**config.mk**
```make
export PLATFORM = sky130hd
export DESIGN_NAME = alu_arbiter
export DESIGN_NICKNAME = d
export VERILOG_FILES = /design/src/rtl/alu_arbiter_pkg.sv /design/src/rtl/alu_arbiter_alu.sv /design/src/rtl/alu_arbiter.sv
export SDC_FILE = /design/constraint.sdc
export NUM_CORES = 1
export LEC_CHECK = 0
export ABC_AREA = 1
export CORE_UTILIZATION = 52
export CTS_BUF_LIST = sky130_fd_sc_hd__clkbuf_16
export CTS_CLUSTER_SIZE = 8
export DETAILED_ROUTE_END_ITERATION = 10
export PLACE_DENSITY_LB_ADDON = 0.3
export SETUP_SLACK_MARGIN = 0.15
export SLEW_MARGIN = 10
export SYNTH_ARGS = -nofsm -noshare
export SYNTH_HDL_FRONTEND = slang
export SYNTH_SLANG_ARGS = --single-unit
```
**constraint.sdc**
```tcl
create_clock -name clk -period 3.2 [get_ports clk]
set_clock_uncertainty 0.15 [all_clocks]
set_input_delay 0.8 -clock clk [delete_from_list [all_inputs] [get_ports clk]]
set_output_delay 0.8 -clock clk [all_outputs]
set_load 0.02 [all_outputs]
```
**src/rtl/alu_arbiter_pkg.sv**
```systemverilog
// Shared types and constants for alu_arbiter and its alu.
package alu_arbiter_pkg;

   localparam int unsigned DATA_W_DEF = 32;
   localparam int unsigned OP_W_DEF   = 3;

   typedef enum logic [1:0] {
      ST_IDLE = 2'd0,
      ST_EXEC = 2'd1,
      ST_RESP = 2'd2
   } state_e;

   localparam logic [2:0] OP_ADD = 3'b000;
   localparam logic [2:0] OP_SUB = 3'b001;
   localparam logic [2:0] OP_AND = 3'b010;
   localparam logic [2:0] OP_OR  = 3'b011;
   localparam logic [2:0] OP_XOR = 3'b100;
   localparam logic [2:0] OP_SRA = 3'b101;
   localparam logic [2:0] OP_SLL = 3'b110;
   localparam logic [2:0] OP_SRL = 3'b111;

endpackage

```
**src/rtl/alu_arbiter_alu.sv**
```systemverilog
// Combinational ALU (A, B, ALUOp -> C) shared through alu_arbiter.
module alu
   import alu_arbiter_pkg::*;
#(
   parameter int unsigned DATA_W = DATA_W_DEF,
   parameter int unsigned OP_W   = OP_W_DEF
) (
   input  logic [DATA_W-1:0] A,
   input  logic [DATA_W-1:0] B,
   input  logic [OP_W-1:0]   ALUOp,
   output logic [DATA_W-1:0] C
);

   localparam int unsigned SH_W = $clog2(DATA_W);

   logic [SH_W-1:0] shamt;
   logic [2:0]      op3;

   assign shamt = B[SH_W-1:0];
   assign op3   = 3'(ALUOp);

   always_comb begin
      C = '0;
      case (op3)
         OP_ADD:  C = A + B;
         OP_SUB:  C = A - B;
         OP_AND:  C = A & B;
         OP_OR:   C = A | B;
         OP_XOR:  C = A ^ B;
         OP_SRA:  C = $unsigned($signed(A) >>> shamt);
         OP_SLL:  C = A << shamt;
         default: C = A >> shamt;
      endcase
   end

endmodule

```
**src/rtl/alu_arbiter.sv**
```systemverilog
// Round-robin arbiter sharing one alu between two valid/ready requesters.
// Define ALU_ARB_STATS_EN to add saturating per-requester grant counters.
module alu_arbiter
   import alu_arbiter_pkg::*;
#(
   parameter int unsigned DATA_W = DATA_W_DEF,
   parameter int unsigned OP_W   = OP_W_DEF
) (
   input  logic              clk,
   input  logic              reset,
   input  logic [1:0]        req_valid,
   output logic [1:0]        req_ready,
   input  logic [DATA_W-1:0] req0_a,
   input  logic [DATA_W-1:0] req0_b,
   input  logic [OP_W-1:0]   req0_op,
   input  logic [DATA_W-1:0] req1_a,
   input  logic [DATA_W-1:0] req1_b,
   input  logic [OP_W-1:0]   req1_op,
   output logic [1:0]        resp_valid,
   input  logic [1:0]        resp_ready,
   output logic [DATA_W-1:0] resp_data,
   output logic              busy
`ifdef ALU_ARB_STATS_EN
   ,
   output logic [15:0]       gnt_cnt0,
   output logic [15:0]       gnt_cnt1
`endif
);

   state_e            state_q;
   logic              prio_q;
   logic              gnt_q;
   logic [DATA_W-1:0] a_q, b_q, resp_data_q;
   logic [OP_W-1:0]   op_q;
   logic [1:0]        resp_valid_q;
   logic              busy_q;

   logic              gnt_d;
   logic [DATA_W-1:0] a_d, b_d;
   logic [OP_W-1:0]   op_d;
   logic              accept;
   logic [DATA_W-1:0] alu_c;

   // A lone requester wins outright; prio only breaks ties.
   always_comb begin
      gnt_d = prio_q;
      if (req_valid == 2'b01)
         gnt_d = 1'b0;
      else if (req_valid == 2'b10)
         gnt_d = 1'b1;
      a_d    = gnt_d ? req1_a  : req0_a;
      b_d    = gnt_d ? req1_b  : req0_b;
      op_d   = gnt_d ? req1_op : req0_op;
      accept = !reset && (state_q == ST_IDLE) && (req_valid != 2'b00);
      req_ready = '0;
      if (accept)
         req_ready = gnt_d ? 2'b10 : 2'b01;
   end

   alu #(.DATA_W(DATA_W), .OP_W(OP_W)) u_alu (
      .A     (a_q),
      .B     (b_q),
      .ALUOp (op_q),
      .C     (alu_c)
   );

   always_ff @(posedge clk) begin
      if (reset) begin
         state_q      <= ST_IDLE;
         prio_q       <= 1'b0;
         gnt_q        <= 1'b0;
         a_q          <= '0;
         b_q          <= '0;
         op_q         <= '0;
         resp_data_q  <= '0;
         resp_valid_q <= '0;
         busy_q       <= 1'b0;
      end else begin
         case (state_q)
            ST_IDLE: begin
               if (accept) begin
                  a_q     <= a_d;
                  b_q     <= b_d;
                  op_q    <= op_d;
                  gnt_q   <= gnt_d;
                  prio_q  <= ~gnt_d;
                  busy_q  <= 1'b1;
                  state_q <= ST_EXEC;
               end
            end
            ST_EXEC: begin
               resp_data_q  <= alu_c;
               resp_valid_q <= gnt_q ? 2'b10 : 2'b01;
               state_q      <= ST_RESP;
            end
            ST_RESP: begin
               if (resp_ready[gnt_q]) begin
                  resp_valid_q <= '0;
                  busy_q       <= 1'b0;
                  state_q      <= ST_IDLE;
               end
            end
            default: begin
               resp_valid_q <= '0;
               busy_q       <= 1'b0;
               state_q      <= ST_IDLE;
            end
         endcase
      end
   end

   assign resp_valid = resp_valid_q;
   assign resp_data  = resp_data_q;
   assign busy       = busy_q;

`ifdef ALU_ARB_STATS_EN
   logic [15:0] cnt0_q, cnt1_q;

   always_ff @(posedge clk) begin
      if (reset) begin
         cnt0_q <= '0;
         cnt1_q <= '0;
      end else if (accept) begin
         if (!gnt_d && cnt0_q != 16'hFFFF)
            cnt0_q <= cnt0_q + 16'd1;
         if (gnt_d && cnt1_q != 16'hFFFF)
            cnt1_q <= cnt1_q + 16'd1;
      end
   end

   assign gnt_cnt0 = cnt0_q;
   assign gnt_cnt1 = cnt1_q;
`endif

endmodule

```
==> out/results.tsv <==
metric	value	unit
outcome	finished, violations left	
failing checks	setup timing	
main area contributors after synthesis	nand2_1 26%, dfxtp_1 16%, nand3_1 15%	
most frequent cells in the layout	799 x nand2_1, 352 x nand3_1, 214 x inv_1	
max-slew violations	0	
gr ovfl total	0	
initial core utilization	52.95	%
r2r setup slk	-0.08	ns
drt total wl	60150	µm
DP HPWL	45440	µm
synthesized area	12880	µm²
post-synthesis area per instance	5.496	µm²
initial antenna violation count	2	
die extent in y	159.4	µm
number of global-route vias before repair	15850	
IO buf count	176	
setup ws final	-0.07679	ns
fin cells	2915	
Die ar.	25400	µm²
Layout Nets	2823	
Design Power	0.007687	W
ys flop type	dfxtp_1	
pre-CTS setup slack	-0.1461	ns
drt pass-1 iters	9	
sequential fraction of the synthesis area	16.48	%
PwrDens	445.7	nW/µm²
Max FO, Critical Path	4	
final hold vios	0	
CP delay by family, top	simple AND/OR/NAND/NOR gates	
commonest non-fill, non-tap cell in the layout	nand2_1	
DRC	0	
worst path cell trace	inv_6, ha_4, nand3_4, nor2_4, nand3_4, nor2_4, buf_4, nor2_1, xor2_1, ha_2, nand2_2, buf_4, nor2_4, and3_1, nand2_2, buf_4, nand3b_1, nand3_2, nand3_2, nand2_2, a21oi_2	
GRT Resource Usage Total	45.50	%
syn_nets	2581	
Worst-path clk slew	0.09	ns
Post-synth EDFFs	0	
Placed Area	15710	µm²
layout cells sized above 1	17.41	%
fin area	17250	µm²
Static Leak	8.363	nW
Yosys top cell area share	25.62	%
Clock Sinks	106	
area of the multi-input gates	10410	µm²
DR vias	17610	
ys async rst share	0	%
largest net degree at the start of global routing	99	
TritonCTS Buffers	9	
#FFs+latches synth	106	
Yosys Warn Count	0	
Slew headroom	22.29	%
FF/Latch Area	2128	µm²
WS Path Type	flop to flop	
Core ar.	24320	µm²
Least-Margin Pin Slew	1.164	ns
drt initial violations	2646	
Post-Syn Instances	2343	
final period utilization	102.4	%
Layout area overhead	33.93	%
Setup-failing EPs final	9	
Fillers	2092	
slowest stage delay, CP	0.40	ns
Inst Count DP	2875	
Worst path slowest cell	ha_2	
cts hold-fix bufs	0	
Worst Hold Slack	0.3209	ns
first-pass GRT wire length	88810	µm
FMAX	305.2	MHz
cell row count	57	
area leader, netlist	nand2_1	
synth unique cells	47	
H-Tree Depth	3	
minimum clock period	3.277	ns
unrepaired setup endpoints after global routing	yes	
clk buf depth	2	
# IOs	177	
critical path launch point type	flop	
CTS tree	yes	
Worst Path Arrival	3.45	ns
root cell of the clock tree	clkbuf_16	
max_cap viols	0	
worst-skew pair later-pin latency	0.39	ns
CP required	3.37	ns
die width	159.4	µm
HP Class	flop to flop	
via/cell ratio	6.042	
DRT antenna net count	0	
CP Buf/Inv Count	4	
Worst VDD drop	0.3172	mV
Avg WL per Cell	20.63	µm
routability cong.	1.086	
endpoint type of the worst setup path	flop	
## worst paths after layout
| path | start | end | depth (start not counted) |
|---|---|---|---|
| setup / recovery | b_q[1] | resp_data[13] | 21 |
| hold / removal | resp_data[1] | resp_data[1] | 2 |
| setup reg to reg | b_q[1] | resp_data[13] | 21 |
| hold reg to reg | resp_data[1] | resp_data[1] | 2 |
## cells in the mapped netlist, types with 8 or more instances
cell type / number
o21ai_1: 10
nand3_1: 375
nor2_2: 13
nor2_1: 168
xor2_1: 29
inv_1: 231
buf_4: 8
ha_1: 97
inv_2: 9
clkbuf_1: 38
o21ai_0: 53
dfxtp_1: 106
a21oi_1: 86
nand2_1: 879
nand4_1: 11
buf_1: 15
nand3b_1: 19
nor3_1: 12
buf_2: 47
a31oi_1: 68
## flip-flops by register name, indices dropped and copies added, names as in the netlist
name,cells
gnt_q,1
op_q,3
resp_valid,2
prio_q,1
state_q,2
b_q,32
a_q,32
busy,1
resp_data,32
## metrics by stage
| step | TNS (ns) | utilization [%] |
|---|---|---|
| floorplan | -0.02467 | - |
| global placement | -0.4084 | 64.61 |
| detailed placement | -0.5270 | 64.61 |
| CTS | 0 | 67.67 |
| global route | -2.560 | 70.91 |
| finish | -0.3793 | 70.92 |
## cells by family (layout without fill, tap and decap cells)
group,after synthesis,in the layout,share of synthesized area [%]
flops,106,106,16.48
other cells,0,1,0
buf+inv,356,603,11.31
xor+xnor,31,31,2.108
simple gates,1500,1500,49.12
fa+ha+maj,98,98,9.580
compound gates,252,252,11.41
## layer usage
metal	global-route usage (%)	part of all wire (%)	vias to the layer above
li1	-	-	8086
met1	56.98	37	7956
met2	67.36	41	1285
met3	12.29	13	285
met4	32.47	8.1	0
met5	0	0	-
## cell type report
| type | count | area share [%] |
|---|---|---|
| flip-flops and latches | 106 | 12.34 |
| diodes | 1 | 0.01451 |
| clock inverters | 7 | 0.5876 |
| well taps | 324 | 2.351 |
| multi-input cells | 1881 | 60.37 |
| inverters | 244 | 5.369 |
| repair buffers | 343 | 17.66 |
| clock buffers | 9 | 1.306 |
## report_power, final
part | switching, W | internal (W)
registers | 0.000174 | 0.00144
logic | 0.00289 | 0.00191
clock network | 0.000686 | 0.000580
total | 0.00375 | 0.00393
## worst register-to-register path, stage by stage, from the launching register on
cell,delay [ns]
dfxtp_4,0.37
inv_6,0.06
ha_4,0.13
nand3_4,0.07
nor2_4,0.16
nand3_4,0.10
nor2_4,0.14
buf_4,0.12
nor2_1,0.05
xor2_1,0.16
ha_2,0.40
nand2_2,0.09
buf_4,0.15
nor2_4,0.13
and3_1,0.18
nand2_2,0.08
buf_4,0.14
nand3b_1,0.09
nand3_2,0.12
nand3_2,0.11
nand2_2,0.08
a21oi_2,0.12
## what timing repair did
action | 4_1_cts | 5_1_grt
gates resized for setup | 94 | 184
endpoints found under the hold margin | 0 | 0
buffers inserted | 10 | 13
gates cloned | 0 | 0
endpoints found under the setup margin | 25 | 31
pin swaps | 68 | 76
Note: power is estimated with default switching activity, not from simulation.
==> RTL change 1, RTL diff (config.mk and constraints unchanged) <==
Encoding of `state_e`: now one-hot (3 bits for 3 states).
--- a/src/rtl/alu_arbiter_pkg.sv
+++ b/src/rtl/alu_arbiter_pkg.sv
@@ -4,10 +4,10 @@
    localparam int unsigned DATA_W_DEF = 32;
    localparam int unsigned OP_W_DEF   = 3;
 
-   typedef enum logic [1:0] {
-      ST_IDLE = 2'd0,
-      ST_EXEC = 2'd1,
-      ST_RESP = 2'd2
+   typedef enum logic [2:0] {
+      ST_IDLE = 3'b001,
+      ST_EXEC = 3'b010,
+      ST_RESP = 3'b100
    } state_e;
 
    localparam logic [2:0] OP_ADD = 3'b000;
Behaviour: no difference found for any inputs over 4 cycles, from zero or initial values and one cycle with reset high; so few cycles prove little.
==> RTL change 1 against the unedited design <==
  * The flow still finishes with violations (negative setup slack)
  * Core utilization is 1.7 points higher
  * Power is 19% higher
  * Worst setup slack worse by 220 ps
  * Cell count is 2.2% lower
  * Sequential cell count is 1 higher
  * Routed wire length is 1.0% higher
  * Sequential power is 2% higher
  * First-iteration DRC count is 4.8% lower
  * Synthesized area is 2.5% lower
  * Final area is 0.83% lower
  * Critical path type unchanged
==> RTL change 1: results <==
[status]
violations = "negative setup slack"
status = "finished, violations left"

[detailed_routing]
avgRoutedWirePerCell_um = 21.3
totalWireLength_mm = 60.8
highest_layer = "met4"
wl_met1_mm = 22.0
firstDrtPassIters = 8
wl_met3_mm = 8.72
drtIter0Drc = 2519
vias = 17548
wl_met2_mm = 24.7

[clock_network]
cts_root_buf = "clkbuf_16"
clk_pin_slew_ps = 90
cts_made_buffers = 9

[grt]
antenna_found_initial = 1
grt_usage = 0.465
grt_pass1_vias = 15208
use_met3 = 0.105
grt_pass1_wl_mm = 86.0
grt_max_degree = 69
use_met1 = 0.593
grt.met2_usage = 0.684

[worst_hold_path]
min_to = "resp_data[3]"
min_path_cells = 2
min_path_type = "reg2reg"
hp-start = "resp_data[3]"

[synth]
yosys_warnings = 0
syn_inst = 2270
yosysSeqAreaShare = 0.171
synthTopCellsByArea = "nand2_1 25%, dfxtp_1 17%, nand3_1 13%"
synthTopCellsByCount = "852 x nand2_1, 319 x nand3_1, 212 x inv_1"
synth_fp_nets = 2508
synth_cell_types = 48
async_flop_share = 0

[finish]
fin_nets = 2763
drive_above_1_share = 0.175
n_fill_cell = 1924

[worst_setup_path]
r2r-start = "b_q[0]"
worstPathArrival_ps = 3630
reg2reg_depth = 25
timing.rr.end = "resp_data[28]"

[sta]
relSlewSlack = 0.104
worst_slack_ps = -297
setup_viol = 13

[placed_design]
dpl_worst_slack_ps = -228
routabilityCongestion = 1.11
hpwl_mm = 45.7

[pwr]
ir_worst_vdd_v = 0.000337
p_leak_uw = 0.00818
power_density_mw_per_mm2 = 534
[RTL change 1: cell types whose count changed after synthesis, sizes merged, moves of 7 or more]
cell	unedited run	this run
a21oi	87	122
a22oi	0	9
buf	73	55
clkbuf	39	59
inv	243	218
nand2	883	853
nand3	378	319
nor2	183	163
o211ai	4	12
o21ai	65	72
[RTL change 1: cells by family (layout without fill, tap and decap cells)]
group / after synthesis / in the layout / synth area share
simple gates: 1389 / 1389 / 0.461
buf+inv: 333 / 593 / 0.105
compound gates: 311 / 311 / 0.143
flops: 107 / 107 / 0.171
fa+ha+maj: 98 / 98 / 0.0983
xor+xnor: 32 / 32 / 0.0223
other cells: 0 / 1 / 0
[RTL change 1: repair_timing]
action / in CTS / in global routing
setup endpoints to repair: 27 / 29
buffers inserted: 11 / 21
gates cloned: 0 / 1
hold buffers: 0 / 0
pin swaps: 32 / 93
gates resized for setup: 60 / 233
[RTL change 1: power by group]
group	switching [uW]	leakage (uW)	internal, uW	total (uW)
registers	204	0.000875	1460	1660
clock network	662	0.000156	575	1240
logic	3840	0.00714	2400	6230
total	4700	0.00818	4430	9130
[RTL change 1: cell type report]
cell class	count	share of cell area
sequential	107	0.126
clock buffer	9	0.0132
multi-input combinational	1830	0.595
antenna	1	0.000146
clock inverter	7	0.00563
tap	319	0.0233
timing repair buffer	358	0.188
inverter	219	0.0489
[RTL change 1: metrics by stage]
stage / hold WS (ps) / instance area [um^2] / utilization / setup TNS [ps]
after detailed placement: 306 / 15500 / 0.657 / -1560
after global placement: 301 / 15500 / 0.657 / -756
after global routing: 334 / 17100 / 0.726 / -5150
after floorplan: 301 / 12700 / - / -205
after CTS: 318 / 16000 / 0.682 / -217
final: 325 / 17100 / 0.726 / -2430
==> RTL change 2, RTL diff (same settings) <==
Without the edit above. Set the package constant `DATA_W_DEF` to 16 (it was 32).
--- a/src/rtl/alu_arbiter_pkg.sv
+++ b/src/rtl/alu_arbiter_pkg.sv
@@ -1,7 +1,7 @@
 // Shared types and constants for alu_arbiter and its alu.
 package alu_arbiter_pkg;
 
-   localparam int unsigned DATA_W_DEF = 32;
+   localparam int unsigned DATA_W_DEF = 16;
    localparam int unsigned OP_W_DEF   = 3;
 
    typedef enum logic [1:0] {
Interface: changed (5 resized); port bits go from 177 to 97. The function was not compared with the original's and may differ.
==> RTL change 2 against the unedited design <==
  * Synthesized area shrank 53%
  * Final area shrank 55%
  * Clock power shrank 17%
  * Sequential power shrank 45%
  * Power shrank 50%
  * Routed wire length shrank 64%
  * Sequential cell count shrank 48
  * Worst setup slack gained 240 ps
  * Hold slack lost 9.2 ps
  * Core utilization shrank 2.5 points
  * Critical path type unchanged
==> RTL change 2: results <==
[worst_setup_path]
worstPathArrival_ps = 3120
cp_slowest_stage_delay_ps = 380
r2r_slack_ps = 170
timing.rr.end = "resp_data[15]"
crit_family = "simple AND/OR/NAND/NOR gates"
slowest_stage = "ha_1"
reg2reg_depth = 20

[clock_network]
cts_made_buffers = 9
cts_max_path_buffers = 2
clk_pin_slew_ps = 60
worstSkewPairLatency_ps = 340
htreeDepth = 3

[grt]
grt_usage = 0.363
grt.met2_usage = 0.537
antenna_found_initial = 0
grt_pass1_wl_mm = 33.1
grt_max_degree = 50
use_met3 = 0.0729
use_met1 = 0.491
grt_pass1_vias = 6458

[pwr]
clk-power_uw = 1050
pwr-share-seq = 0.231
p_switching_uw = 1650
ir_worst_vdd_v = 0.000315
p_leak_uw = 0.00361

[synth]
synth_cell_types = 45
async_flop_share = 0
synthTopCellsByArea = "nand2_1 22%, dfxtp_1 19%, nand3_1 11%"
yosysSeqAreaShare = 0.190
ys.flop_type = "dfxtp_1"
synthTopCellsByCount = "361 x nand2_1, 135 x nand3_1, 103 x nor2_1"
synth_fp_nets = 1181
yosys_warnings = 0

[placed_design]
place_area_mm2 = 0.00717
routabilityCongestion = 1.03
hpwl_mm = 16.0
dpl_worst_slack_ps = -108
numPortBuffers = 96

[detailed_routing]
wl_met2_mm = 9.27
wl_met1_mm = 9.28
avgRoutedWirePerCell_um = 16.8
firstDrtPassIters = 9
drtIter0Drc = 785
wl_met3_mm = 2.00
vias_per_cell = 5.75

[finish]
drive_above_1_share = 0.121
fin_nets = 1271
antennaDiodeCount = 0

[sta]
finalCritPeriodShare = 0.948
tightest_slew_ps = 651

[status]
status = "finished clean"

[worst_hold_path]
min_path_type = "reg2reg"
min_path_cells = 2
min_to = "resp_data[8]"
hp-start = "resp_data[8]"
[RTL change 2: area by class of cell]
class | instances | area [um^2]
timing repair buffer | 125 | 1160
tap | 143 | 179
sequential | 58 | 1170
fill | 1058 | 3600
clock buffer | 9 | 225
clock inverter | 7 | 93.8
multi-input combinational | 840 | 4560
inverter | 111 | 422
[RTL change 2: repair_timing]
action,4_1_cts,5_1_grt
endpoints found under the hold margin,0,0
setup buffers,0,4
gates resized for setup,6,80
setup endpoints to repair,6,13
pin swaps,1,22
[RTL change 2: cell families after synthesis]
kind of cell	synth area share
AND/OR/NAND/NOR	0.450
buffers and inverters	0.109
AO/OA/AOI/OAI	0.127
flip-flops	0.190
adder cells (fa/ha/maj)	0.104
XOR/XNOR	0.0201
[RTL change 2: per-stage QoR]
stage	util	hold slack (ps)	total power (uW)	std cells
after floorplan	-	292	2000	1055
after global placement	0.628	300	2520	1273
after detailed placement	0.628	305	2540	1273
after CTS	0.658	314	3610	1289
after global routing	0.685	333	4100	1293
final	0.685	312	3860	1293
